**config.mk**
```make
export PLATFORM = sky130hd
export DESIGN_NAME = packet_queue_bank_flat
export DESIGN_NICKNAME = d
export VERILOG_FILES = /design/src/rtl/packet_queue_bank_pkg.sv /design/src/rtl/packet_queue_bank_if.sv /design/src/rtl/packet_queue_bank_prio_addr_fifo.sv /design/src/rtl/packet_queue_bank.sv /design/src/flat_wrapper.sv
export SDC_FILE = /design/constraint.sdc
export NUM_CORES = 2
export LEC_CHECK = 0
export ABC_CLOCK_PERIOD_IN_PS = 7700
export BUFFER_PORTS_ARGS = -buffer_cell sky130_fd_sc_hd__buf_4
export CAP_MARGIN = 20
export CELL_PAD_IN_SITES_DETAIL_PLACEMENT = 1
export CELL_PAD_IN_SITES_GLOBAL_PLACEMENT = 2
export CORE_ASPECT_RATIO = 1.75
export CORE_MARGIN = 2
export CORE_UTILIZATION = 53
export CTS_CLUSTER_DIAMETER = 150
export DETAILED_ROUTE_END_ITERATION = 8
export PLACE_DENSITY = 0.85
export SYNTH_ARGS = -nofsm -noshare
export SYNTH_HDL_FRONTEND = slang
export SYNTH_SLANG_ARGS = --single-unit
```
**constraint.sdc**
```tcl
create_clock -name clk -period 7.7 [get_ports clk]
set_clock_uncertainty 0.2 [all_clocks]
set_input_delay 1.54 -clock clk [delete_from_list [all_inputs] [get_ports clk]]
set_output_delay 1.54 -clock clk [all_outputs]
set_load 0.05 [all_outputs]
```
**src/rtl/packet_queue_bank_pkg.sv**
```systemverilog
// Shared definitions for the packet-descriptor queue bank and its read arbiter.
// Holds the bank dimensions, derived field widths, the address bus type and
// small helpers for decoding the arbiter's dequeue request vector.
package packet_queue_bank_pkg;

    localparam int num_of_priorities = 8;
    localparam int address_width     = 12;
    localparam int queue_depth       = 16;

    localparam int PRIO_W = $clog2(num_of_priorities);
    localparam int PTR_W  = $clog2(queue_depth);
    localparam int CNT_W  = PTR_W + 1;

    // Packet-head address as seen by the SRAM read port and the arbiter.
    typedef logic [address_width-1:0] addr_t;

    typedef logic [num_of_priorities-1:0] prio_vec_t;

    // Index of the lowest set bit; returns 0 for an all-zero vector.
    function automatic logic [PRIO_W-1:0] lowest_set_idx(input prio_vec_t v);
        logic [PRIO_W-1:0] idx;
        idx = {PRIO_W{1'b0}};
        for (int i = num_of_priorities - 1; i >= 0; i--) begin
            if (v[i]) begin
                idx = PRIO_W'(i);
            end else begin
                idx = idx;
            end
        end
        return idx;
    endfunction

    // True when more than one request bit is set.
    function automatic logic is_multi_hot(input prio_vec_t v);
        return (v & (v - prio_vec_t'(1))) != {num_of_priorities{1'b0}};
    endfunction

endpackage

```
**src/rtl/packet_queue_bank_if.sv**
```systemverilog
// Enqueue / dequeue bus between the write side, the read arbiter and the
// queue bank.
//   master : write side + arbiter (drives enq_* and next_data)
//   slave  : queue bank (drives prepared, full, address_to_read1 and the pulses)
interface packet_queue_bank_if;
    import packet_queue_bank_pkg::*;

    logic                   enq_vld;
    logic [PRIO_W-1:0]      enq_prio;
    addr_t                  enq_addr;
    logic                   enq_drop;
    prio_vec_t              next_data;
    prio_vec_t              prepared;
    prio_vec_t              full;
    addr_t                  address_to_read1;
    logic                   addr_vld;
    logic                   deq_err;

    modport master (
        output enq_vld, enq_prio, enq_addr, next_data,
        input  enq_drop, prepared, full, address_to_read1, addr_vld, deq_err
    );

    modport slave (
        input  enq_vld, enq_prio, enq_addr, next_data,
        output enq_drop, prepared, full, address_to_read1, addr_vld, deq_err
    );

endinterface

```
**src/rtl/packet_queue_bank_prio_addr_fifo.sv**
```systemverilog
// Single-priority circular FIFO of packet-head addresses.
// Ports:
//   clk, rst : clock and synchronous active-high reset (flushes pointers/count)
//   push     : write din at the write pointer (caller guarantees room, or a
//              same-cycle pop when full)
//   pop      : advance the read pointer (caller guarantees non-empty)
//   din      : address to store
//   dout     : address at the read pointer (combinational)
//   empty    : no entries held
//   full     : queue_depth entries held
module prio_addr_fifo
    import packet_queue_bank_pkg::*;
(
    input  logic  clk,
    input  logic  rst,
    input  logic  push,
    input  logic  pop,
    input  addr_t din,
    output addr_t dout,
    output logic  empty,
    output logic  full
);

    logic [PTR_W-1:0] wr_ptr_r;
    logic [PTR_W-1:0] rd_ptr_r;
    logic [CNT_W-1:0] count_r;
    addr_t            mem_r [queue_depth];

    // Pointer and occupancy tracking; pointers wrap by natural overflow.
    always_ff @(posedge clk) begin
        if (rst) begin
            wr_ptr_r <= {PTR_W{1'b0}};
            rd_ptr_r <= {PTR_W{1'b0}};
            count_r  <= {CNT_W{1'b0}};
        end else begin
            if (push) begin
                wr_ptr_r <= wr_ptr_r + PTR_W'(1);
            end else begin
                wr_ptr_r <= wr_ptr_r;
            end
            if (pop) begin
                rd_ptr_r <= rd_ptr_r + PTR_W'(1);
            end else begin
                rd_ptr_r <= rd_ptr_r;
            end
            case ({push, pop})
                2'b10:   count_r <= count_r + CNT_W'(1);
                2'b01:   count_r <= count_r - CNT_W'(1);
                default: count_r <= count_r;
            endcase
        end
    end

    // Storage array; contents survive reset because a zero count hides them.
    always_ff @(posedge clk) begin
        if (push) begin
            mem_r[wr_ptr_r] <= din;
        end
    end

    assign dout  = mem_r[rd_ptr_r];
    assign empty = (count_r == {CNT_W{1'b0}});
    assign full  = (count_r == CNT_W'(queue_depth));

endmodule

```
**src/rtl/packet_queue_bank.sv**
```systemverilog
// Per-priority packet-descriptor queue bank feeding the read arbiter.
// Ports:
//   clk  : single rising-edge clock
//   rst  : synchronous active-high reset; flushes every queue
//   bus  : packet_queue_bank_if.slave
//          in : enq_vld, enq_prio, enq_addr, next_data (one-hot dequeue)
//          out: enq_drop, prepared, full, address_to_read1, addr_vld, deq_err
//               (all registered)
module packet_queue_bank
    import packet_queue_bank_pkg::*;
(
    input  logic                 clk,
    input  logic                 rst,
    packet_queue_bank_if.slave   bus
);

    prio_vec_t         push_s;
    prio_vec_t         pop_s;
    prio_vec_t         empty_s;
    prio_vec_t         full_s;
    addr_t             dout_s [num_of_priorities];

    logic [PRIO_W-1:0] deq_idx_s;
    logic              deq_req_s;
    logic              deq_ok_s;
    logic              deq_err_s;
    logic              enq_drop_s;

    prio_vec_t         prepared_r;
    prio_vec_t         full_r;
    addr_t             addr_r;
    logic              addr_vld_r;
    logic              deq_err_r;
    logic              enq_drop_r;

    for (genvar g = 0; g < num_of_priorities; g++) begin : g_queue
        prio_addr_fifo u_fifo (
            .clk   (clk),
            .rst   (rst),
            .push  (push_s[g]),
            .pop   (pop_s[g]),
            .din   (bus.enq_addr),
            .dout  (dout_s[g]),
            .empty (empty_s[g]),
            .full  (full_s[g])
        );
    end

    // Decode dequeue request first so a full queue can accept a same-cycle enqueue.
    always_comb begin
        pop_s      = {num_of_priorities{1'b0}};
        push_s     = {num_of_priorities{1'b0}};
        deq_ok_s   = 1'b0;
        enq_drop_s = 1'b0;
        deq_idx_s  = lowest_set_idx(bus.next_data);
        deq_req_s  = (bus.next_data != {num_of_priorities{1'b0}});

        // Only the lowest requested queue is ever served; legality uses the
        // live occupancy, not the lagging prepared flags.
        if (deq_req_s && !empty_s[deq_idx_s]) begin
            pop_s[deq_idx_s] = 1'b1;
            deq_ok_s         = 1'b1;
        end else begin
            deq_ok_s         = 1'b0;
        end

        deq_err_s = deq_req_s && (is_multi_hot(bus.next_data) || empty_s[deq_idx_s]);

        if (bus.enq_vld) begin
            if (!full_s[bus.enq_prio] || pop_s[bus.enq_prio]) begin
                push_s[bus.enq_prio] = 1'b1;
            end else begin
                enq_drop_s = 1'b1;
            end
        end else begin
            enq_drop_s = 1'b0;
        end
    end

    // Registered status flags, dequeued address and error pulses.
    always_ff @(posedge clk) begin
        if (rst) begin
            prepared_r <= {num_of_priorities{1'b0}};
            full_r     <= {num_of_priorities{1'b0}};
            addr_r     <= {address_width{1'b0}};
            addr_vld_r <= 1'b0;
            deq_err_r  <= 1'b0;
            enq_drop_r <= 1'b0;
        end else begin
            prepared_r <= ~empty_s;
            full_r     <= full_s;
            addr_vld_r <= deq_ok_s;
            deq_err_r  <= deq_err_s;
            enq_drop_r <= enq_drop_s;
            if (deq_ok_s) begin
                addr_r <= dout_s[deq_idx_s];
            end else begin
                addr_r <= addr_r;
            end
        end
    end

    assign bus.prepared         = prepared_r;
    assign bus.full             = full_r;
    assign bus.address_to_read1 = addr_r;
    assign bus.addr_vld         = addr_vld_r;
    assign bus.deq_err          = deq_err_r;
    assign bus.enq_drop         = enq_drop_r;

endmodule

```
**src/flat_wrapper.sv**
```systemverilog
// flat-port wrapper written by rule: the top's interface ports become plain ports
module packet_queue_bank_flat import packet_queue_bank_pkg::*;
  (clk, rst, bus_enq_vld, bus_enq_prio, bus_enq_addr, bus_next_data, bus_enq_drop, bus_prepared, bus_full, bus_address_to_read1, bus_addr_vld, bus_deq_err);
  packet_queue_bank_if bus_i ();
  input  logic clk;
  input  logic rst;
  input wire logic [$bits(bus_i.enq_vld)-1:0] bus_enq_vld;
  input wire logic [$bits(bus_i.enq_prio)-1:0] bus_enq_prio;
  input wire logic [$bits(bus_i.enq_addr)-1:0] bus_enq_addr;
  input wire logic [$bits(bus_i.next_data)-1:0] bus_next_data;
  output wire logic [$bits(bus_i.enq_drop)-1:0] bus_enq_drop;
  output wire logic [$bits(bus_i.prepared)-1:0] bus_prepared;
  output wire logic [$bits(bus_i.full)-1:0] bus_full;
  output wire logic [$bits(bus_i.address_to_read1)-1:0] bus_address_to_read1;
  output wire logic [$bits(bus_i.addr_vld)-1:0] bus_addr_vld;
  output wire logic [$bits(bus_i.deq_err)-1:0] bus_deq_err;
  assign bus_i.enq_vld = bus_enq_vld;
  assign bus_i.enq_prio = bus_enq_prio;
  assign bus_i.enq_addr = bus_enq_addr;
  assign bus_i.next_data = bus_next_data;
  assign bus_enq_drop = bus_i.enq_drop;
  assign bus_prepared = bus_i.prepared;
  assign bus_full = bus_i.full;
  assign bus_address_to_read1 = bus_i.address_to_read1;
  assign bus_addr_vld = bus_i.addr_vld;
  assign bus_deq_err = bus_i.deq_err;
  packet_queue_bank u_core (.clk(clk), .rst(rst), .bus(bus_i));
endmodule
```
==> results.json <==
{
  "cap_violations": 0,
  "cts_made_buffers": 148,
  "place_area_sq_mm": 0.0705,
  "track_usage_pct": 29.0,
  "register_area_sq_mm": 0.0495,
  "num_vias": 35556,
  "dp_hpwl_um": 121000,
  "setup_tns_ns": 0,
  "dr.pass1.iters": 5,
  "yosysWarnings": 0,
  "worst_hold_slack_ns": 0.329,
  "p_leak_nw": 23.8,
  "required_ns": 8.14,
  "synth.most_common_cell": "edfxtp_1",
  "ys_types": 83,
  "nets": 3894,
  "grt_pass1_wl_um": 269000,
  "drt_iter0_markers": 3404,
  "post-route-period-util_pct": 74.0,
  "pre_cts_ws_ns": 1.35,
  "utilization_pct": 59.6,
  "syn-cell-area_sq_mm": 0.0676,
  "grt_setup_unrepaired": "false",
  "coreArea_sq_mm": 0.127,
  "cts_resized": 0,
  "path_cells": "buf_4 > nor4_4 > nand2_1 > a211oi_4 > buf_4 > a41oi_2 > a21oi_2 > inv_1 > ha_1 > xor2_1 > ha_1 > nor3b_1 > a21oi_1 > o22ai_1 > nand2b_1 > a21oi_1 > xnor2_1 > nor2_1",
  "seq_area_frac_synth_pct": 73.2,
  "cts_tree": "done",
  "ant_nets": 0,
  "wl_per_cell_um": 33.3,
  "max_freq_mhz": 175,
  "power_density_mw_per_mm2": 245,
  "fillers": 11036,
  "path_class": "input port to register",
  "rows": 173,
  "cts_buffer_depth": 3,
  "ir_worst_vdd_uv": 234,
  "synth_common_cells": "edfxtp_1, mux4_2, nor2_1",
  "status": "finished clean",
  "grt_max_degree": 93,
  "synth_edf_count": 1536,
  "hp-class": "register to register",
  "worst_setup_path_end_kind": "register",
  "worstMarginPinSlew_ns": 1.23,
  "io_pins": 57,
  "dieArea_sq_mm": 0.130,
  "yosysTopAreaCellShare_pct": 68.3,
  "slowest_delay_ns": 0.76,
  "synthTopCellsByArea": "edfxtp_1, mux4_2, dfxtp_1, mux2i_1, ha_1",
  "yosysTopAreaCell": "edfxtp_1",
  "clockRootBuffer": "clkbuf_16",
  "avgSynthCellArea_sq_um": 18.5,
  "ys_ff_latch": 1703,
  "cp.arrival_ns": 6.14,
  "synth-async-reset-ratio_pct": 0,
  "hold_viol": 0,
  "syn_inst": 3643,
  "finalCriticalPeriod_ns": 5.70,
  "h-tree-depth": 4,
  "setup_slack_ns": 2.00,
  "relSlewSlack_pct": 18.1,
  "clkTransAtPathRegs_ns": 0.07,
  "path_max_fanout": 17,
  "setup_viol": 0,
  "layout-drive-gt1-share_pct": 23.4,
  "viasPerCell": 6.37,
  "drc_errors": 0,
  "multiInputGateArea_sq_mm": 0.0172,
  "port_buffers": 56,
  "grt_pass1_vias": 37657,
  "synth_nets": 3737,
  "gp_congestion": 0.859,
  "antenna_found_initial": 16,
  "grt_overflow": 0,
  "post-cts-setup-buffers": 0,
  "area_delta_synth_final_pct": 11.9,
  "start_util_pct": 53.3,
  "fin_area_sq_mm": 0.0756,
  "die_height_um": 476,
  "die_x_um": 274,
  "synthFlopType": "edfxtp_1",
  "cts.sinks": 1703,
  "hold_buffers": 0,
  "drv_slew": 0,
  "cp-start-kind": "input port",
  "clock_latency_ns": 0.80,
  "slowest_stage": "nor4_4",
  "routed_wirelength_um": 186000
}
[cell usage in the layout (no fill, tap or decap), types with 19 or more instances in the layout]
cell,instances
a211oi_1,48
a21oi_1,95
a22oi_1,23
and2_1,28
and3_1,25
buf_4,197
clkbuf_1,21
clkbuf_16,157
clkinv_1,24
clkinv_2,25
dfxtp_1,150
edfxtp_1,1536
ha_1,68
inv_1,58
mux2_2,25
mux2i_1,92
mux4_2,373
nand2_1,150
nand2b_1,25
nand3_1,35
nand4_1,22
nor2_1,208
nor2b_1,52
nor3_1,27
nor3_2,23
o21ai_0,49
o22ai_1,19
xnor2_1,30
xor2_1,47
[worst paths after layout]
path / start / depth (start not counted) / slack [ns] / endpoint
min reg2reg: u_core.g_queue[0].u_fifo.count_r[3] / 2 / 0.33 / u_core.g_queue[0].u_fifo.count_r[3]
min: u_core.g_queue[0].u_fifo.count_r[3] / 2 / 0.33 / u_core.g_queue[0].u_fifo.count_r[3]
max: bus_next_data[2] / 18 / 2.00 / u_core.g_queue[3].u_fifo.count_r[4]
max reg2reg: u_core.g_queue[2].u_fifo.count_r[1] / 16 / 2.15 / u_core.g_queue[0].u_fifo.count_r[4]
[per-stage QoR]
step / power, W / std cells
floorplan: 0.0106 / 3643
global placement: 0.0109 / 5299
finish: 0.0185 / 5586
detailed placement: 0.0110 / 5303
global route: 0.0189 / 5585
CTS: 0.0186 / 5575
[kinds of logic after synthesis]
kind of cell / synth area share [%]
AO/OA/AOI/OAI: 3.55
adder cells (fa/ha/maj): 1.26
flip-flops: 73.2
buffers and inverters: 1.51
multiplexers: 14.3
XOR/XNOR: 0.998
AND/OR/NAND/NOR: 5.21
[registers in the layout, summed over array words and instances, names as in the netlist, named ones only]
signal                          flops
u_core.bus.address_to_read1        12
u_core.bus.prepared                 8
u_core.g_queue.u_fifo.rd_ptr_r     32
u_core.g_queue.u_fifo.wr_ptr_r     32
u_core.g_queue.u_fifo.count_r      40
u_core.bus.enq_drop                 1
u_core.bus.deq_err                  1
u_core.bus.full                     8
u_core.g_queue.u_fifo.mem_r      1536
u_core.bus.addr_vld                 1
[layer usage]
layer	track usage [%]	vias to the layer above	wire [um]
li1	-	14903	-
met1	34.1	18965	65300
met2	51.3	1316	99500
met3	4.90	356	10800
met4	14.3	16	10500
met5	0	-	112
[power by group]
group / total, W / switching (W) / leakage, nW / internal (W)
Clock: 0.00772 / 0.00344 / 2.44 / 0.00429
Sequential: 0.0101 / 0.0000434 / 15.2 / 0.0101
Combinational: 0.000628 / 0.000456 / 6.14 / 0.000171
Total: 0.0185 / 0.00394 / 23.8 / 0.0146
[layout make-up]
type	count	area share [%]
clock buffers	185	5.43
multi-input cells	1682	22.8
repair buffers	204	2.08
clock inverters	87	1.17
inverters	61	0.303
well taps	1662	2.75
flip-flops and latches	1703	65.5
diodes	2	0.00662
[critical path, delay by kind of cell]
kind,cells,cell delay [ns]
AO/OA/AOI/OAI,6,1.70
XOR/XNOR,2,0.32
adder cells (fa/ha/maj),2,0.58
buffers and inverters,3,0.62
AND/OR/NAND/NOR,5,1.37
(Power assumes the default switching activity.)
